[src/rtl/trdb_trigger_unit.sv]
// Address-match trigger feeding the trace control block: arms on request, starts after N
// start-address hits, stops on a stop-address hit, window expiry or disarm.
module trdb_trigger_unit #(
  parameter int unsigned XLEN  = 32,
  parameter int unsigned CNT_W = 16
) (
  input  logic             clk_i,
  input  logic             rst_ni,
  input  logic             arm_i,
  input  logic             disarm_i,
  input  logic [XLEN-1:0]  start_addr_i,
  input  logic [XLEN-1:0]  stop_addr_i,
  input  logic [CNT_W-1:0] hit_count_i,
  input  logic [CNT_W-1:0] window_len_i,
  input  logic             inst_valid_i,
  input  logic [XLEN-1:0]  iaddr_i,
  output logic             trace_req_on_o,
  output logic             trace_req_off_o,
  output logic [1:0]       state_o,
  output logic [CNT_W-1:0] hits_o
);

  typedef enum logic [1:0] {
    IDLE   = 2'd0,
    ARMED  = 2'd1,
    ACTIVE = 2'd2,
    DONE   = 2'd3
  } state_e;

  localparam logic [CNT_W-1:0] CNT_MAX = '1;
  localparam logic [CNT_W-1:0] CNT_ONE = {{(CNT_W-1){1'b0}}, 1'b1};

  state_e           state_q, state_d;
  logic [XLEN-1:0]  start_q, start_d;
  logic [XLEN-1:0]  stop_q, stop_d;
  logic [CNT_W-1:0] hit_cnt_q, hit_cnt_d;
  logic [CNT_W-1:0] win_len_q, win_len_d;
  logic [CNT_W-1:0] hits_q, hits_d;
  logic [CNT_W-1:0] win_q, win_d;
  logic             on_q, on_d;
  logic             off_q, off_d;

  logic             start_hit;
  logic             stop_hit;
  logic             arm_accept;
  logic [CNT_W-1:0] hits_inc;
  logic [CNT_W-1:0] win_inc;
  logic [CNT_W-1:0] hit_thresh;

  always_comb begin
    start_hit  = inst_valid_i && (iaddr_i == start_q);
    stop_hit   = inst_valid_i && (iaddr_i == stop_q);
    // disarm wins over arm, and an arm while tracing is dropped entirely
    arm_accept = arm_i && !disarm_i && (state_q != ACTIVE);
    hits_inc   = (hits_q == CNT_MAX) ? hits_q : hits_q + CNT_ONE;
    win_inc    = (win_q == CNT_MAX) ? win_q : win_q + CNT_ONE;
    hit_thresh = (hit_cnt_q == '0) ? CNT_ONE : hit_cnt_q;
  end

  always_comb begin
    state_d   = state_q;
    start_d   = start_q;
    stop_d    = stop_q;
    hit_cnt_d = hit_cnt_q;
    win_len_d = win_len_q;
    hits_d    = hits_q;
    win_d     = win_q;

    if (disarm_i) begin
      state_d = IDLE;
    end else if (arm_accept) begin
      start_d   = start_addr_i;
      stop_d    = stop_addr_i;
      hit_cnt_d = hit_count_i;
      win_len_d = window_len_i;
      hits_d    = '0;
      win_d     = '0;
      state_d   = ARMED;
    end else begin
      unique case (state_q)
        ARMED: begin
          if (start_hit) begin
            hits_d = hits_inc;
            if (hits_inc >= hit_thresh) begin
              state_d = ACTIVE;
              win_d   = '0;
            end
          end
        end
        ACTIVE: begin
          // the terminating instruction is still counted as traced
          if (inst_valid_i) begin
            win_d = win_inc;
            if (stop_hit || ((win_len_q != '0) && (win_inc == win_len_q))) begin
              state_d = DONE;
            end
          end
        end
        default: ;
      endcase
    end

    on_d  = (state_d == ACTIVE);
    off_d = (state_q == ACTIVE) && (state_d != ACTIVE);
  end

  always_ff @(posedge clk_i or negedge rst_ni) begin
    if (!rst_ni) begin
      state_q   <= IDLE;
      start_q   <= '0;
      stop_q    <= '0;
      hit_cnt_q <= '0;
      win_len_q <= '0;
      hits_q    <= '0;
      win_q     <= '0;
      on_q      <= 1'b0;
      off_q     <= 1'b0;
    end else begin
      state_q   <= state_d;
      start_q   <= start_d;
      stop_q    <= stop_d;
      hit_cnt_q <= hit_cnt_d;
      win_len_q <= win_len_d;
      hits_q    <= hits_d;
      win_q     <= win_d;
      on_q      <= on_d;
      off_q     <= off_d;
    end
  end

  assign trace_req_on_o  = on_q;
  assign trace_req_off_o = off_q;
  assign state_o         = state_q;
  assign hits_o          = hits_q;

endmodule

[config.mk]
export PLATFORM = sky130hd
export DESIGN_NAME = trdb_trigger_unit
export DESIGN_NICKNAME = d
export VERILOG_FILES = /design/src/rtl/trdb_trigger_unit.sv
export SDC_FILE = /design/constraint.sdc
export NUM_CORES = 1
export LEC_CHECK = 0
export CORE_MARGIN = 1
export CORE_UTILIZATION = 50
export CTS_BUF_LIST = sky130_fd_sc_hd__clkbuf_4 sky130_fd_sc_hd__clkbuf_8
export DETAILED_ROUTE_END_ITERATION = 10
export PLACE_DENSITY_LB_ADDON = 0.05
export SLEW_MARGIN = 20
export SYNTH_ARGS = -nofsm -noshare
export SYNTH_HDL_FRONTEND = slang
export SYNTH_SLANG_ARGS = --single-unit
[constraint.sdc]
create_clock -name clk_i -period 4.4 [get_ports clk_i]
set_clock_uncertainty 0.15 [all_clocks]
set_input_delay 1.32 -clock clk_i [delete_from_list [all_inputs] [get_ports clk_i]]
set_output_delay 1.32 -clock clk_i [all_outputs]
set_load 0.1 [all_outputs]
* Word level (Yosys, flattened, before mapping)
Index checks and enable logic that the tools add are counted.
** Cells by class
- Add/sub/neg operators :: 2
- $lt $le $gt $ge :: 1
- Reduce and logical (&&, ||, !) cells :: 16
- Equal/unequal tests :: 13
- Divide/modulo/power cells :: 0
- Multipliers :: 0
- Multiplexer cells :: 18
- Shift-type cells :: 0
- Bitwise gates (word level) :: 1
** Operators by type and width (number)
- $mux W16 :: 10
- $eq A32 B32 Y1 :: 2
- $add A16 B1 Y16 const B :: 2
- $eq A16 B16 Y1 const B :: 2
- $pmux W16 S2 :: 1
- $eq A16 B16 Y1 :: 1
- $ge A16 B16 Y1 :: 1
- $logic_not A16 Y1 :: 1
- $reduce_bool A16 Y1 :: 1
- $mux W2 :: 6
- $ne A3 B3 Y1 const B :: 3
- $logic_and A1 B1 Y1 :: 6
- $reduce_and A5 Y1 :: 1
- $eq A2 B2 Y1 const B :: 2
- $ne A2 B2 Y1 const B :: 2
- $pmux W2 S2 :: 1
- $reduce_bool A2 Y1 :: 2
- $reduce_and A3 Y1 :: 1
- $reduce_bool A3 Y1 :: 1
- $eq A2 B1 Y1 const B :: 1
- $reduce_and A2 Y1 :: 1
- $logic_not A1 Y1 :: 1
- $logic_or A1 B1 Y1 :: 1
- $not A1 Y1 :: 1
** Word-level totals
- Memories kept :: 0
- Flip-flop bits (word level) :: 132
- Logic and storage cells :: 60
- Latch bits :: 0
- Bits in writable memories :: 0
- ROM bits :: 0

* Longest topological paths before layout
Gate-level depths: netlist of run 1.
- Depth after elaboration :: 12
- Gate-level depth with buffers :: 18

* Worst setup path after synthesis of run 1
Ideal clock, no wire load.
- Path type :: reg2reg
- Start point :: reg hits_q[3], in the netlist hits_o[3]
- End point :: reg win_q[8]
- Stages on the path, launching flop included :: 18
- Data required time :: 4.154 ns
- Arrival time :: 4.413 ns
- Setup slack :: -0.259 ns
- Setup time :: 0.096 ns
- Cells stage by stage :: dfrtp_1 > buf_2 > and4_4 > nand4_4 > or4_1 > buf_2 > nand2b_2 > nor2_1 > xor2_1 > ha_1 > a22o_1 > o41a_1 > o21ai_1 > a21boi_2 > nor2_1 > buf_2 > o21ai_0 > o31ai_1
** On the way
- Cells in the longest elaborated chain, start to end :: 5
- Elaborated cells on any way between the ends :: 6
- Those cells by class :: add/sub (1); order compare (1); eq/ne (2); mux (1); reduce/logical (1)
** Ends and longest elaborated chain
- start: declaration :: RTL line 38 : logic [CNT_W-1:0] hits_q, hits_d;
- start signal: assignment :: RTL line 124 : hits_q <= hits_d;
- $add A16 B1 Y16 / $eq A16 B16 Y1 (equally long branches) :: RTL line 55 : hits_inc = (hits_q == CNT_MAX) ? hits_q : hits_q + CNT_ONE;
- $mux W16 (*) :: RTL line 55
- $ge A16 B16 Y1 (*) :: RTL line 84 : if (hits_inc >= hit_thresh) begin
- $ne A3 B3 Y1 (no source line) (*)
- $reduce_and A5 Y1 (no source line) (*)
- end signal: assignment :: RTL line 125 : win_q <= win_d;
- end: declaration :: RTL line 39 : logic [CNT_W-1:0] win_q, win_d;
Every way passes the cells marked *; elsewhere a longest branch is shown, timed or not.
A chain may end at the register's enable or synchronous reset.

* Final worst setup path of run 1
- Start point :: reg hits_q[3], in the netlist hits_o[3]
- End point :: reg win_q[9]
The elaborated chain is that of the path after synthesis.

==> results of run 1 <==
==> sequential cells by signal, indices dropped and copies added, names as in the netlist <==
| name | flops |
|---|---|
| hit_cnt_q | 16 |
| stop_q | 32 |
| state_o | 2 |
| trace_req_off_o | 1 |
| trace_req_on_o | 1 |
| win_q | 16 |
| start_q | 32 |
| hits_o | 16 |
| win_len_q | 16 |
==> worst max-delay path: cells and delay by family, from the launching register on <==
family | cells | cell delay, ns
fa+ha+maj | 1 | 0.31
xor+xnor | 1 | 0.14
buf+inv | 1 | 0.23
flops | 1 | 0.45
compound gates | 5 | 1.17
simple gates | 7 | 1.54
==> power breakdown <==
group	leakage, uW	internal (uW)	switching, uW
clock network	0.000191	461	540
logic	0.00206	452	391
registers	0.00162	1410	150
total	0.00388	2320	1080
==> cell usage after synthesis (3+ instances only) <==
| library cell | n | area share [%] |
|---|---|---|
| a21oi_1 | 34 | 2.3 |
| a31oi_1 | 6 | 0.50 |
| and2_1 | 3 | 0.25 |
| and3_1 | 9 | 0.76 |
| and4_1 | 7 | 0.82 |
| buf_2 | 11 | 0.74 |
| clkbuf_1 | 15 | 0.76 |
| dfrtp_1 | 132 | 44 |
| ha_1 | 20 | 3.4 |
| inv_1 | 25 | 1.3 |
| mux2_2 | 84 | 13 |
| mux2i_1 | 5 | 0.67 |
| nand2_1 | 48 | 2.4 |
| nand3_1 | 18 | 1.2 |
| nand4_1 | 33 | 2.8 |
| nor2_1 | 41 | 2.1 |
| nor2b_1 | 3 | 0.25 |
| nor3_1 | 8 | 0.54 |
| nor4_1 | 14 | 1.2 |
| o211ai_1 | 3 | 0.30 |
| o21ai_0 | 36 | 2.4 |
| o31ai_1 | 3 | 0.30 |
| or3_1 | 3 | 0.25 |
| xnor2_1 | 92 | 11 |
| xor2_1 | 16 | 1.9 |
==> worst paths after layout <==
path / start / slack, ns / end
setup / recovery: hits_o[3] / 0.29 / win_q[9]
max in group asynchronous: rst_ni / 2.73 / stop_q[25]
hold reg to reg: start_q[23] / 0.38 / start_q[23]
setup reg to reg: hits_o[3] / 0.29 / win_q[9]
hold / removal: start_q[23] / 0.38 / start_q[23]
min in group asynchronous: rst_ni / 0.60 / hit_cnt_q[10]
==> cells by family (layout without fill, tap and decap cells) <==
logic type | Yosys count | after routing | share of synthesized area (%)
adder cells (fa/ha/maj) | 20 | 20 | 3.36
multiplexers | 90 | 90 | 13.6
other | 0 | 1 | 0
buffers and inverters | 53 | 217 | 2.91
XOR/XNOR | 108 | 108 | 12.7
AO/OA/AOI/OAI | 102 | 102 | 8.18
AND/OR/NAND/NOR | 201 | 201 | 14.9
flip-flops | 132 | 132 | 44.3
==> area by class of cell <==
| cell class | instances | share of cell area (%) |
|---|---|---|
| Antenna cell | 1 | 0.0262 |
| Timing Repair Buffer | 160 | 16.7 |
| Clock buffer | 17 | 2.45 |
| Inverter | 25 | 0.983 |
| Clock inverter | 15 | 1.55 |
| Tap cell | 184 | 2.41 |
| Multi-Input combinational cell | 521 | 41.2 |
| Sequential cell | 132 | 34.7 |
==> per-stage QoR <==
step           util, %  hold slack, ns  area, um2  cells  setup WS [ns]
6_report          65.7           0.382       9550   1055          0.293
3_5_place_dp      63.1           0.368       9160   1022          0.318
2_1_floorplan        -           0.333       7460    706         0.0386
3_3_place_gp      63.1           0.361       9160   1022          0.383
4_1_cts           65.7           0.386       9550   1054          0.306
5_1_grt           65.7           0.399       9550   1055         0.0288
==> layer usage <==
| layer | share of wire, % | up-vias |
|---|---|---|
| li1 | - | 2813 |
| met5 | 0 | - |
| met4 | 2.0 | 0 |
| met3 | 6.9 | 22 |
| met2 | 48 | 188 |
| met1 | 43 | 2890 |
==> results by group, run 1 <==
Floorplan
  – FP Rows: 44
  – Die Wd: approximately 120 um
  – Initial Util: just over 50%
  – Full die area: 0.0154 mm2
  – Die Span Y: roughly 120 um
  – I/O pin count: 153
  – Placeable Area: between 0.01 and 0.015 mm2

GRT
  – Largest net degree at the start of global routing: between 70 and 80
  – Global routing usage on met3: 7.88%
  – Initial antenna violation count: 1
  – GR peak layer: met2
  – GRT met1 Usage: a little under a third
  – Global-route usage over all layers: between 20% and 30%
  – First-pass GRT wire length: approximately 29000 um
  – Grt met2 use: 42.0%
  – GR Overflow Total: 0
  – Vias in the first global route: 5731

Timing
  – Setup-failing EPs final: 0
  – Setup tns final: 0 ns
  – Final Max Slew Viols: 0
  – Slew margin rel.: 31.8%
  – Final count of hold timing violations: 0
  – Tcrit/Tclk final: 93.3%
  – Min cycle time layout: 4.11 ns
  – Unrepaired setup endpoints after global routing: false
  – Max Freq: about 240 MHz
  – Worst-Margin Slew: 1.02 ns

Clock tree
  – # hold bufs at CTS: 0
  – # resized after CTS: 0
  – Post-CTS Setup Bufs: 0
  – Clk_lat worst skew: between 0.4 and 0.5 ns
  – CTS tree: done
  – TritonCTS Sinks: 132
  – H-tree depth: 4
  – Clock root cell: clkbuf_8
  – CTS Buffer Depth: 2
  – Clock transition at path regs: around 0.090 ns
  – Cts bufs inserted: 17

Worst setup path
  – Crit start category: flop
  – Largest stage delay, worst path: 0.69 ns
  – Worst-path fanout max: 17
  – Crit. End Element: flop
  – Worst Reg2Reg Path Length in Cells: 15
  – Cell mode on critical path: nor2_1
  – CP max-delay cell: or4_1
  – CP required: between 4 and 5 ns
  – Crit path kind: flop to flop
  – Crit path DAT: 4.30 ns
  – Crit-path cells: and4_4 -> nand4_4 -> or4_1 -> nand2b_2 -> nor2_1 -> xor2_1 -> ha_1 -> a22o_1 -> o41a_1 -> o21ai_1 -> a21boi_2 -> nor2_1 -> buf_4 -> nor4_1 -> a211o_1

Detailed routing
  – Post-Route WL: 18500 um
  – Initial DRC count: 387
  – Vias per cell: around 5.6
  – Remaining DRCs: 0
  – Routed WL per cell: 17.6 um
  – Routed Antenna Nets: 0
  – DRT Pass-1 Iters: 5
  – Vias post-DR: 5913

Status
  – Status: finished, final reports clean

Synth
  – Synth unique cells: 56
  – Synth Warn #: 0
  – Register area share after synthesis: around 44%
  – Post-Syn Area: 0.00745 mm2
  – Synth async-reset ratio: 100%
  – Cells after Synth: 706
  – Post-Syn Nets: between 800 and 900
  – Synthesized area per cell: ~11 um2
  – Top_reg_cell synth: dfrtp_1
  – Yosys reg bits: approximately 130
  – Post-synth EDFFs: 0

Final layout
  – Final-stage net count: 1010
  – FF/Latch Area: 0.00331 mm2
  – Most common cell after layout, fill and taps aside: clkdlybuf4s50_1
  – Syn-to-layout area delta: 28.2%
  – Fillers: approximately 1200
  – Area occupied by multi-input gates: roughly 0.004 mm2
  – Layout cells sized above 1: 17.6%
  – Most frequent cells in the layout: 146 x clkdlybuf4s50_1, 124 x dfrtp_1, 92 x xnor2_1

Pwr
  – Cell Pwr Density: 357 mW/mm2
  – Leak pwr: 0.00388 uW
  – Overall power: 3400 uW
  – Worst IR Drop VDD: 231 uV

Worst hold path
  – Min-delay worst type: flop to flop
  – Hold depth: 1

Place
  – Gpl congestion: 0.879
  – DP Wirelength: 14100 um
  – I/O Buffers: 152

Job
  – Max-cap violations: 0
(Power assumes the default switching activity.)
==> run 2, diff against run 1 <==
- CAP_MARGIN: unset -> 10
- CORE_UTILIZATION: 50 -> 30
==> run 2 against run 1 <==
Total power is 2.2% higher. Utilization is 26 points lower. Non-clock buffer count is 2 higher. Via count is 2.1% lower. Hold slack worse by 0.0029 ns. Critical path type unchanged.
==> results by group, run 2 (synthesis gave the netlist of run 1 again) <==
Status
  – Status: finished, final reports clean

Clock tree
  – CTS tree: done
  – Clock root cell: clkbuf_8
  – # resized after CTS: 0
  – CTS Buffer Depth: 2
  – Clk_lat worst skew: roughly 0.46 ns
  – Cts bufs inserted: 17
  – H-tree depth: 4
  – # hold bufs at CTS: 0
  – TritonCTS Sinks: 132
  – Clock transition at path regs: roughly 0.08 ns
  – Post-CTS Setup Bufs: 0

Final layout
  – Area occupied by multi-input gates: 0.00394 mm2
  – Final-stage net count: 1012
  – Most common cell after layout, fill and taps aside: clkdlybuf4s50_1
  – Post-route design area: 0.00975 mm2
  – Most frequent cells in the layout: 146 x clkdlybuf4s50_1, 124 x dfrtp_1, 92 x xnor2_1
  – Biggest regs: start_q (32), stop_q (32)
  – Layout cells sized above 1: 17.7%
  – Syn-to-layout area delta: 30.8%
  – Fillers: between 2000 and 2500
  – FF/Latch Area: 0.00331 mm2

Pwr
  – Comb pwr share: 24.8%
  – Cell Pwr Density: 357 mW/mm2
  – P_int: 2380 uW
  – Leak pwr: between 0.003 and 0.004 uW
  – Flop pwr share: 44.9%
  – Worst IR Drop VDD: around 150 uV
  – Sw Ratio: 31.7%
  – Clock Power Share: 30.3%
  – Psw: 1100 uW

Timing
  – Slew margin rel.: 34.7%
  – Final count of hold timing violations: 0
  – Final Max Slew Viols: 0
  – Max Freq: approximately 240 MHz
  – Worst-Margin Slew: 0.977 ns
  – Tcrit/Tclk final: between 90% and 100%
  – Final WS setup: about 0.28 ns
  – Unrepaired setup endpoints after global routing: false
  – Setup-failing EPs final: 0
  – Setup tns final: 0 ns
  – Min cycle time layout: 4.12 ns

Worst hold path
  – Min-delay worst type: flop to flop

Place
  – Gpl congestion: 0.830
  – DP Wirelength: 16600 um
  – Placed Instance Area: 0.00936 mm2
  – Worst slack, placed: approximately 0.3 ns
  – I/O Buffers: 152

Detailed routing
  – Post-Route WL: approximately 22000 um
  – Remaining DRCs: 0
  – Vias post-DR: 5791
  – Routed WL per cell: 18.2 um
  – Vias per cell: approximately 4.8
  – Routed Antenna Nets: 0
  – Initial DRC count: 331
  – DRT Pass-1 Iters: 4

Floorplan
  – I/O pin count: 153
  – FP Rows: 57
  – Placeable Area: 0.0243 mm2
  – Full die area: roughly 0.025 mm2
  – Die Span Y: 160 um
  – Initial Util: between 30% and 40%
  – Die Wd: ~160 um

Worst setup path
  – CP required: between 4 and 5 ns
  – Crit path DAT: 4.30 ns
  – Worst-path fanout max: 17
  – Crit path kind: flop to flop
  – Crit. End Element: flop
  – Crit start category: flop

GRT
  – Initial antenna violation count: 4
  – First-pass GRT wire length: between 30000 and 40000 um
  – Vias in the first global route: 6109
  – GR Overflow Total: 0
  – Largest net degree at the start of global routing: 68
  – Global-route usage over all layers: 17.7%

Job
  – Max-cap violations: 0
==> run 2: cell types whose count changed in the layout (fill, tap and decap cells not counted), sizes merged <==
| cell | change |
|---|---|
| buf | +2 |
| bufinv | +1 |
| inv | -1 |
| clkinvlp | +2 |
| clkinv | -3 |
==> run 2: worst max-delay path: stages (launching register included) <==
cell,delay [ns]
dfrtp_2,0.44
and4_4,0.26
nand4_4,0.13
or4_1,0.69
nand2b_2,0.21
nor2_1,0.07
xor2_1,0.14
ha_1,0.31
a22o_1,0.22
o41a_1,0.30
o21ai_1,0.28
a21boi_2,0.11
nor2_1,0.12
buf_4,0.24
nor4_1,0.08
a211o_1,0.23
==> run 2: power by group through the flow <==
stage               clock network, uW  logic (uW)  registers (uW)
floorplan                           0         512            1580
global placement                    0         863            1590
detailed placement                  0         879            1590
CTS                              1090         882            1570
global route                     1150         945            1590
finish                           1050         862            1560
==> run 2: metal layers <==
metal  vias up  GRT usage [%]  wire, um
li1       2812              -         -
met1      2814           22.6      9680
met2       146           28.4     10200
met3        15           6.30      1560
met4         4           4.59       240
met5         -              0        19
==> run 2: worst paths after layout <==
path                                 from    endpoint  slack (ns)  cells after the start
worst max-delay path            hits_o[3]   win_q[11]        0.28                     15
worst min-delay path            stop_q[1]   stop_q[1]        0.38                      1
worst max register to register  hits_o[3]   win_q[11]        0.28                     15
worst min register to register  stop_q[1]   stop_q[1]        0.38                      1
max in group asynchronous          rst_ni  state_o[0]        2.62                      2
min in group asynchronous          rst_ni   hits_o[8]        0.71                      1
==> run 2: layout make-up <==
class,count,share of cell area (%)
well taps,324,4.16
repair buffers,162,16.5
multi-input cells,521,40.4
flip-flops and latches,132,34.0
clock buffers,17,2.40
diodes,1,0.0257
inverters,25,0.963
clock inverters,14,1.57
==> run 2: through the flow <==
step | utilization, % | cells | hold WS, ns | total power [uW]
2_1_floorplan | - | 706 | 0.333 | 2090
6_report | 40.1 | 1196 | 0.379 | 3480
3_5_place_dp | 38.5 | 1164 | 0.368 | 2470
4_1_cts | 40.1 | 1195 | 0.386 | 3540
3_3_place_gp | 38.5 | 1164 | 0.361 | 2450
5_1_grt | 40.1 | 1196 | 0.398 | 3680
==> run 3, diff against run 2 <==
- ABC_AREA: unset -> 1
- clock period: 4.4 -> 3.4 ns (I/O delays scaled with it)
==> run 3 against run 2 <==
Cell count increased by 30%. The flow now finishes with violations (setup timing). Clock power rose by 28%. Total power is 46% higher. Sequential share of layout area down 2.2 points. Routed wire length rose by 7.4%. Count of clock-buffer cells in the layout up 1. Final area rose by 7.6%. Synthesized cell count is 42% higher.
==> results by group, run 3 <==
Timing
  – Slew margin rel.: 57.9%
  – Unrepaired setup endpoints after global routing: true
  – Setup-failing EPs final: 20
  – Min cycle time layout: 3.63 ns
  – Final WS setup: -0.230 ns
  – Max Freq: around 280 MHz
  – Setup tns final: -3.27 ns
  – Final count of hold timing violations: 0
  – WHS: 0.352 ns
  – Tcrit/Tclk final: 107%
  – Final Max Slew Viols: 0
  – Worst-Margin Slew: between 0.6 and 0.7 ns

Synth
  – Post-synth EDFFs: 0
  – Top_reg_cell synth: dfrtp_1
  – Post-Syn Nets: 1159
  – Post-Syn Area: 0.00754 mm2
  – Post-synth top area cell: dfrtp_1
  – Register area share after synthesis: between 40% and 50%
  – Most common cell in the netlist: nand2_1
  – Area share of the largest cell type after synthesis: 43.8%
  – Synth async-reset ratio: 100%
  – Yosys reg bits: 132
  – Ranking of synthesized cells by area: dfrtp_1 44%, nand2_1 18%, inv_1 5.6%
  – Synth Warn #: 0
  – Synth unique cells: 40
  – Most common library cells after synthesis: 369 x nand2_1, 132 x dfrtp_1, 113 x inv_1
  – Synthesized area per cell: about 7.5 um2
  – Cells after Synth: between 1000 and 1500

Place
  – DP Wirelength: 17400 um
  – Gpl congestion: 0.840
  – Placed Instance Area: slightly below 0.01 mm2
  – I/O Buffers: 152
  – Placed cell count: 1511

GRT
  – Global-route usage over all layers: 18.5%
  – Vias in the first global route: 7017
  – GR Overflow Total: 0
  – First-pass GRT wire length: ~37000 um
  – Largest net degree at the start of global routing: 75
  – Initial antenna violation count: 3

Detailed routing
  – Vias post-DR: 7062
  – Remaining DRCs: 0
  – Routed WL per cell: 15.1 um
  – Vias per cell: 4.56
  – Post-Route WL: ~23000 um
  – Initial DRC count: 305
  – DRT Pass-1 Iters: 7
  – Routed Antenna Nets: 0

Worst setup path
  – Crit path DAT: 3.81 ns
  – Largest stage delay, worst path: 0.45 ns
  – Crit start category: flop
  – R2R setup slack: -0.23 ns
  – Crit path launch: hits_o[1]
  – CP max-delay cell: dfrtp_4
  – Crit. End Element: flop
  – Worst-path fanout max: 7
  – Crit path kind: flop to flop
  – Critical path endpoint: win_q[4]
  – Worst Reg2Reg Path Length in Cells: 25
  – RR Startpoint: hits_o[1]
  – R2R Path End: win_q[4]
  – Cell mode on critical path: nand2_1
  – CP required: 3.58 ns

Final layout
  – FF/Latch Area: ~0.0033 mm2
  – Post-Layout Cell Count: about 1600
  – Most common cell after layout, fill and taps aside: nand2_1
  – Layout cells sized above 1: approximately 16%
  – Most frequent cells in the layout: 360 x nand2_1, 131 x clkdlybuf4s50_1, 120 x dfrtp_1
  – Ant. Diodes: 0
  – Fillers: 2563
  – Area occupied by multi-input gates: ~0.004 mm2
  – Biggest regs: start_q (32), stop_q (32)
  – Syn-to-layout area delta: 39.0%
  – Final Core Density: 42.9%
  – Final-stage net count: 1366
  – Post-route design area: 0.0105 mm2

Floorplan
  – Full die area: 0.0258 mm2
  – FP Rows: 57
  – Die Wd: 161 um
  – Initial Util: 30.8%
  – Die Span Y: 161 um
  – I/O pin count: 153
  – Placeable Area: 0.0245 mm2

Clock tree
  – Clock root cell: clkbuf_8
  – Clock transition at path regs: about 0.090 ns
  – Cts bufs inserted: 17
  – CTS tree: done
  – H-tree depth: 4
  – TritonCTS Sinks: 132
  – # hold bufs at CTS: 0
  – CTS Buffer Depth: 2
  – Clk_lat worst skew: 0.45 ns

Pwr
  – Sw Ratio: a little under two fifths
  – Flop pwr share: 40.9%
  – Psw: between 1500 and 2000 uW
  – Leak pwr: 0.00506 uW
  – Clock Power Share: 26.4%
  – P_int: 3130 uW
  – Cell Pwr Density: 483 mW/mm2
  – Comb pwr share: 32.7%
  – Worst IR Drop VDD: 235 uV

Status
  – Violated checks: setup timing
  – Status: finished, violations left

Job
  – Max-cap violations: 0

Worst hold path
  – Min-delay worst type: flop to flop
[run 3: cell types whose count changed after synthesis, sizes merged, moves of 9 or more]
cell    change
buf         -9
mux2       -85
and3        -9
nand3      +33
inv        +90
xnor2      -65
clkbuf      +9
nor2       +15
o21ai      +37
nand2     +326
nand4      -15
a21oi      -18
xor2       +10
[run 3: how the worst min path moves through the flow]
stage | startpoint | endpoint | slack, ns | cells past startpoint
6_report | start_q[10] | start_q[10] | 0.35 | 2
5_1_grt | stop_q[5] | stop_q[5] | 0.38 | 2
4_1_cts | start_q[2] | start_q[2] | 0.36 | 2
3_5_place_dp | start_q[18] | start_q[18] | 0.34 | 2
3_3_place_gp | start_q[15] | start_q[15] | 0.33 | 2
2_1_floorplan | start_q[15] | start_q[15] | 0.31 | 2
[run 3: critical path: cells and delay by family, from the launching register on]
family	cells	cell delay, ns
buffers and inverters	3	0.39
DFF	1	0.45
adders and majority gates	2	0.43
xor gates and xnor gates	1	0.20
AOI/OAI and AO/OA	3	0.31
and+or+nand+nor	16	1.58
[run 3: routing by layer]
metal | GRT usage [%] | wire length, um
met1 | 24.1 | 10700
met2 | 30.4 | 11100
met3 | 4.91 | 1270
met4 | 4.20 | 211
met5 | 0 | 36
[run 3: per-stage QoR]
stage          worst slack [ns]  total power (uW)
2_1_floorplan            -0.119              3060
3_3_place_gp             -0.254              3700
5_1_grt                  -0.461              5410
3_5_place_dp             -0.267              3700
4_1_cts                  -0.184              5080
6_report                 -0.230              5070
[run 3: cell type report]
| class | instances | area share, % |
|---|---|---|
| Clock buffer | 18 | 2.30 |
| Clock inverter | 14 | 1.34 |
| Inverter | 117 | 4.28 |
| Multi-Input combinational cell | 729 | 37.1 |
| Sequential cell | 132 | 31.8 |
| Tap cell | 324 | 3.86 |
| Timing Repair Buffer | 214 | 19.2 |
| Timing Repair inverter | 2 | 0.143 |
[run 3: cells by family after synthesis]
logic type / share of synthesized area (%)
DFF: 43.8
xor gates and xnor gates: 6.15
adders and majority gates: 3.32
buffers and inverters: 7.40
and+or+nand+nor: 30.4
AOI/OAI and AO/OA: 8.92
[run 3: power groups by stage]
stage | combinational (uW) | clock (uW) | sequential (uW)
floorplan | 770 | 0 | 2290
global route | 1850 | 1450 | 2110
detailed placement | 1600 | 0 | 2100
finish | 1660 | 1340 | 2070
CTS | 1620 | 1390 | 2070
global placement | 1590 | 0 | 2100
[run 3: timing repair]
action,CTS,global route
pin swaps,4,18
gates cloned,0,3
setup endpoints to repair,20,20
gates resized for setup,10,38
buffers inserted,3,1
